[src/rtl/alu_seq.sv]
// alu_seq: sequencer that drives an external combinational ALU over a 4 x 8-bit
// register file. Commands are handled one at a time through IDLE -> (EXEC) -> RESP.
// Optional feature: define ALU_SEQ_FLAGS_EN to add rsp_zero / rsp_carry outputs.
module alu_seq (
  input  logic       clk,
  input  logic       rst_n,
  input  logic       cmd_valid,
  output logic       cmd_ready,
  input  logic [2:0] cmd_op,
  input  logic [1:0] cmd_dst,
  input  logic [1:0] cmd_sa,
  input  logic [1:0] cmd_sb,
  input  logic [7:0] cmd_imm,
  output logic [2:0] alu_opcode,
  output logic [7:0] alu_a,
  output logic [7:0] alu_b,
  input  logic [7:0] alu_out,
  output logic       rsp_valid,
  output logic [7:0] rsp_data,
  output logic       rsp_err,
`ifdef ALU_SEQ_FLAGS_EN
  output logic       rsp_zero,
  output logic       rsp_carry,
`endif
  input  logic       rsp_ready
);

  localparam logic [2:0] OpPlus  = 3'd0;
  localparam logic [2:0] OpMinus = 3'd1;
  localparam logic [2:0] OpLoad  = 3'd5;
  localparam logic [2:0] OpRead  = 3'd6;
  localparam logic [2:0] OpRsvd  = 3'd7;

  typedef enum logic [1:0] {StIdle, StExec, StResp} state_e;

  state_e     state_q;
  logic [7:0] regs_q [4];
  logic [1:0] dst_q;

`ifdef ALU_SEQ_FLAGS_EN
  // Carry/borrow taken from the operands actually presented to the ALU.
  logic [8:0] sum9;
  logic       carry_d;
  always_comb begin
    sum9    = {1'b0, alu_a} + {1'b0, alu_b};
    carry_d = 1'b0;
    if (alu_opcode == OpPlus)  carry_d = sum9[8];
    if (alu_opcode == OpMinus) carry_d = (alu_a < alu_b);
  end
`endif

  // Handshake outputs follow the state register directly.
  assign cmd_ready = (state_q == StIdle);
  assign rsp_valid = (state_q == StResp);

  // FSM, register file and all registered outputs.
  always_ff @(posedge clk or negedge rst_n) begin
    if (!rst_n) begin
      state_q    <= StIdle;
      for (int i = 0; i < 4; i++) regs_q[i] <= 8'h00;
      dst_q      <= 2'd0;
      alu_opcode <= 3'd0;
      alu_a      <= 8'h00;
      alu_b      <= 8'h00;
      rsp_data   <= 8'h00;
      rsp_err    <= 1'b0;
`ifdef ALU_SEQ_FLAGS_EN
      rsp_zero   <= 1'b0;
      rsp_carry  <= 1'b0;
`endif
    end else begin
      unique case (state_q)
        StIdle: begin
          if (cmd_valid) begin
            dst_q <= cmd_dst;
            if (cmd_op == OpLoad) begin
              regs_q[cmd_dst] <= cmd_imm;
              rsp_data        <= cmd_imm;
              rsp_err         <= 1'b0;
`ifdef ALU_SEQ_FLAGS_EN
              rsp_zero        <= (cmd_imm == 8'h00);
              rsp_carry       <= 1'b0;
`endif
              state_q         <= StResp;
            end else if (cmd_op == OpRead) begin
              rsp_data  <= regs_q[cmd_sa];
              rsp_err   <= 1'b0;
`ifdef ALU_SEQ_FLAGS_EN
              rsp_zero  <= (regs_q[cmd_sa] == 8'h00);
              rsp_carry <= 1'b0;
`endif
              state_q   <= StResp;
            end else if (cmd_op == OpRsvd) begin
              rsp_data  <= 8'h00;
              rsp_err   <= 1'b1;
`ifdef ALU_SEQ_FLAGS_EN
              rsp_zero  <= 1'b0;
              rsp_carry <= 1'b0;
`endif
              state_q   <= StResp;
            end else begin
              // Operands sampled here, so sa/sb == dst reads the old value.
              alu_opcode <= cmd_op;
              alu_a      <= regs_q[cmd_sa];
              alu_b      <= regs_q[cmd_sb];
              state_q    <= StExec;
            end
          end
        end
        StExec: begin
          regs_q[dst_q] <= alu_out;
          rsp_data      <= alu_out;
          rsp_err       <= 1'b0;
`ifdef ALU_SEQ_FLAGS_EN
          rsp_zero      <= (alu_out == 8'h00);
          rsp_carry     <= carry_d;
`endif
          // Quiet the ALU inputs outside EXEC.
          alu_opcode    <= 3'd0;
          alu_a         <= 8'h00;
          alu_b         <= 8'h00;
          state_q       <= StResp;
        end
        StResp: begin
          if (rsp_ready) state_q <= StIdle;
        end
        default: state_q <= StIdle;
      endcase
    end
  end

endmodule

[config.mk]
export PLATFORM = sky130hd
export DESIGN_NAME = alu_seq
export DESIGN_NICKNAME = d
export VERILOG_FILES = /design/src/rtl/alu_seq.sv
export SDC_FILE = /design/constraint.sdc
export NUM_CORES = 1
export LEC_CHECK = 0
export BUFFER_PORTS_ARGS = -buffer_cell sky130_fd_sc_hd__buf_4
export CAP_MARGIN = 15
export CORE_MARGIN = 8
export CORE_UTILIZATION = 45
export CTS_CLUSTER_SIZE = 8
export DETAILED_ROUTE_END_ITERATION = 8
export PLACE_DENSITY = 0.66
export SYNTH_ARGS = -nofsm -noshare
export SYNTH_HDL_FRONTEND = slang
export SYNTH_SLANG_ARGS = --single-unit
[constraint.sdc]
create_clock -name clk -period 4.1 [get_ports clk]
set_input_delay 0 -clock clk [delete_from_list [all_inputs] [get_ports clk]]
set_output_delay 0 -clock clk [all_outputs]
set_load 0.02 [all_outputs]
==> results_dict.tcl <==
set metrics [dict create \
    status "complete, no violations" \
    place_area_um2 3979 \
    syn_nets 293 \
    core.rowCount 32 \
    dr.pass1.iters 4 \
    netlist.area_leader.share 0.4518 \
    ys_warn_count 0 \
    yosysMostFrequentCell "dfrtp_1" \
    synth_cell_types 37 \
    power_density_nw_per_um2 567.3 \
    power_frac_clock 0.192 \
    crit_path_start_kind "register" \
    finalHoldViolations 0 \
    die_y_um 104.8 \
    cts_buffer_depth 2 \
    clk_pin_slew_ns 0.07 \
    crit_path_end_kind "register" \
    p_int_w 0.001567 \
    post-cts-setup-buffers 0 \
    wl_per_cell_um 21.32 \
    overflow 0 \
    maxCapViolCount 0 \
    core_um2 7687 \
    hold_path_class "primary input to register" \
    cts_max_level 3 \
    syn_area_um2 3545 \
    cts_made_buffers 9 \
    clkSinkCount 64 \
    die_w_um 104.8 \
    gp_congestion 0.7962 \
    synthMuxAreaShare 0.2436 \
    port_buffers 58 \
    synth_commonest_cells "64 x dfrtp_1, 32 x mux2_4, 24 x o2bb2ai_1" \
    skew_ns 0.008541 \
    fin_nets 358 \
    combPwrFrac 0.396 \
    whs_ns 0.01155 \
    worst-endpoint-arrival_ns 2.70 \
    synth_area_per_cell_um2 13.43 \
    synth_top_family_by_area "multiplexers" \
    synth_top_cell_by_area "dfrtp_1" \
    period_needed_ns 2.467 \
    dieArea_um2 10970 \
    drcViolationCount 0 \
    cts_tree "done" \
    antenna_cells 0 \
    synthAdderAreaFrac 0 \
    clk_latency_ns 0.34 \
    synth_edf_count 0 \
    slew_headroom 0.3237 \
    crit_path_max_fanout 19 \
    rsz0062_at_grt "no" \
    ir_worst_vdd_mv 0.2455 \
    antenna_found_initial 0 \
    vias_per_cell 5.844 \
    grt_pass1_vias 2688 \
    cp.required_ns 4.33 \
    cts-root-buf "clkbuf_8" \
    worst_pin_slew_ns 1.010 \
    initial_core_util 0.4611 \
    ys_async_sr_fraction 1.000 \
    ant_nets 0 \
    setup_violations 0 \
    maxSlewViolCount 0 \
    grt_max_degree 65 \
    finalWirelength_um 9296 \
    fmax_ghz 0.4054 \
    grtUsageTotal 0.1740 \
    vias 2548 \
    synthToLayoutAreaGrowth_pct 21.39 \
    seqPwrFrac 0.412 \
    ios 59 \
    p_switching_w 0.0008737 \
    synth_xor_area_frac 0.002471 \
    synthTopCellsByArea "dfrtp_1 45%, mux2_4 14%, mux4_2 10%" \
    synth_cells 264 \
    crit_type "register to register" \
    ys_ff_latch 64 \
    tns_ns 0 \
    yosys_most_used_dff "dfrtp_1" \
    p_total_w 0.002441 \
    dp_hpwl_um 6305 \
    switching_share 0.3579 \
    stdcell_area_um2 4303 \
    p_leak_nw 1.979 \
    period_share 0.6017 \
    grt_pass1_wl_um 14980 \
    synth_compound_area_frac 0.1793 \
    layout-drive-gt1-share 0.4222 \
    ys_seq_area_frac 0.4518 \
    yosys.area_share.simple 0.08260 \
    initialDrtViolationCount 134 \
]
per-stage QoR:
step / utilization / cells / setup WS (ns)
final: 0.5597 / 436 / 1.633
after CTS: 0.5597 / 436 / 1.670
after detailed placement: 0.5176 / 404 / 1.695
after floorplan: - / 264 / 2.400
after global placement: 0.5176 / 404 / 1.743
after global routing: 0.5597 / 436 / 1.585
worst paths after layout:
| path | from | endpoint | slack, ns | cells after the start |
|---|---|---|---|---|
| min reg2reg | alu_b[7]$_DFFE_PN0P_ | alu_b[7]$_DFFE_PN0P_ | 0.51 | 1 |
| max | state_q[0]$_DFFE_PN0P_ | regs_q[25]$_DFFE_PN0P_ | 1.63 | 4 |
| max in group asynchronous | rst_n | alu_b[5]$_DFFE_PN0P_ | 3.28 | 2 |
| max reg2reg | state_q[0]$_DFFE_PN0P_ | regs_q[25]$_DFFE_PN0P_ | 1.63 | 4 |
| min in group asynchronous | rst_n | alu_a[0]$_DFFE_PN0P_ | 0.29 | 2 |
| min | cmd_valid | dst_q[1]$_DFFE_PN0P_ | 0.01 | 3 |
worst max-delay path, stage by stage, from the launching register on:
cell,delay (ns)
dfrtp_1,0.45
nor2b_2,0.86
nor3_4,0.19
o21bai_4,0.50
mux2_4,0.35
per-layer routing:
layer / track usage / part of all wire
met5: 0 / 0
met4: 0.07034 / 0.015
met3: 0.02948 / 0.053
met2: 0.2814 / 0.49
met1: 0.2268 / 0.44
flip-flops by register name (all words and copies together), names as in the netlist:
name,flops
alu_a,8
state_q,2
alu_opcode,3
rsp_err,1
rsp_data,8
alu_b,8
regs_q,32
dst_q,2
cell usage in the layout (no fill, tap or decap), types with 3 or more instances in the layout:
cell type,count
nor2_1,13
inv_1,3
mux2_4,32
o2bb2ai_1,24
a41oi_1,8
nand2_1,23
a32o_2,7
o21ba_1,3
and3_1,3
clkbuf_8,9
buf_4,58
clkinv_2,4
dfrtp_1,64
a22o_1,19
mux4_2,16
dlygate4sd3_1,16
nand2_2,4
what timing repair did:
action / 4_1_cts / 5_1_grt
hold buffers: 16 / 0
resized for setup: 0 / 0
endpoints found under the hold margin: 77 / 0
cell type report:
type / instances / area [µm²]
multi-input cells: 177 / 1803
inverters: 3 / 11.26
well taps: 102 / 127.6
flip-flops and latches: 64 / 1602
clock buffers: 10 / 127.6
fillers: 663 / 3385
repair buffers: 74 / 595.6
clock inverters: 6 / 36.28
logic make-up (layout without fill, tap and decap cells):
| family | Yosys count | in the layout |
|---|---|---|
| xor gates and xnor gates | 1 | 1 |
| muxes | 50 | 50 |
| AOI/OAI and AO/OA | 71 | 71 |
| DFF | 64 | 64 |
| buffers and inverters | 23 | 93 |
| and+or+nand+nor | 55 | 55 |
power by group through the flow:
stage	Combinational (W)	Clock [W]	Sequential, W
floorplan	0.000531	0	0.00109
global placement	0.000940	0	0.00100
detailed placement	0.000951	0	0.00101
CTS	0.000977	0.000477	0.00100
global route	0.00103	0.000510	0.00103
finish	0.000968	0.000468	0.00100
(Power assumes the default switching activity.)
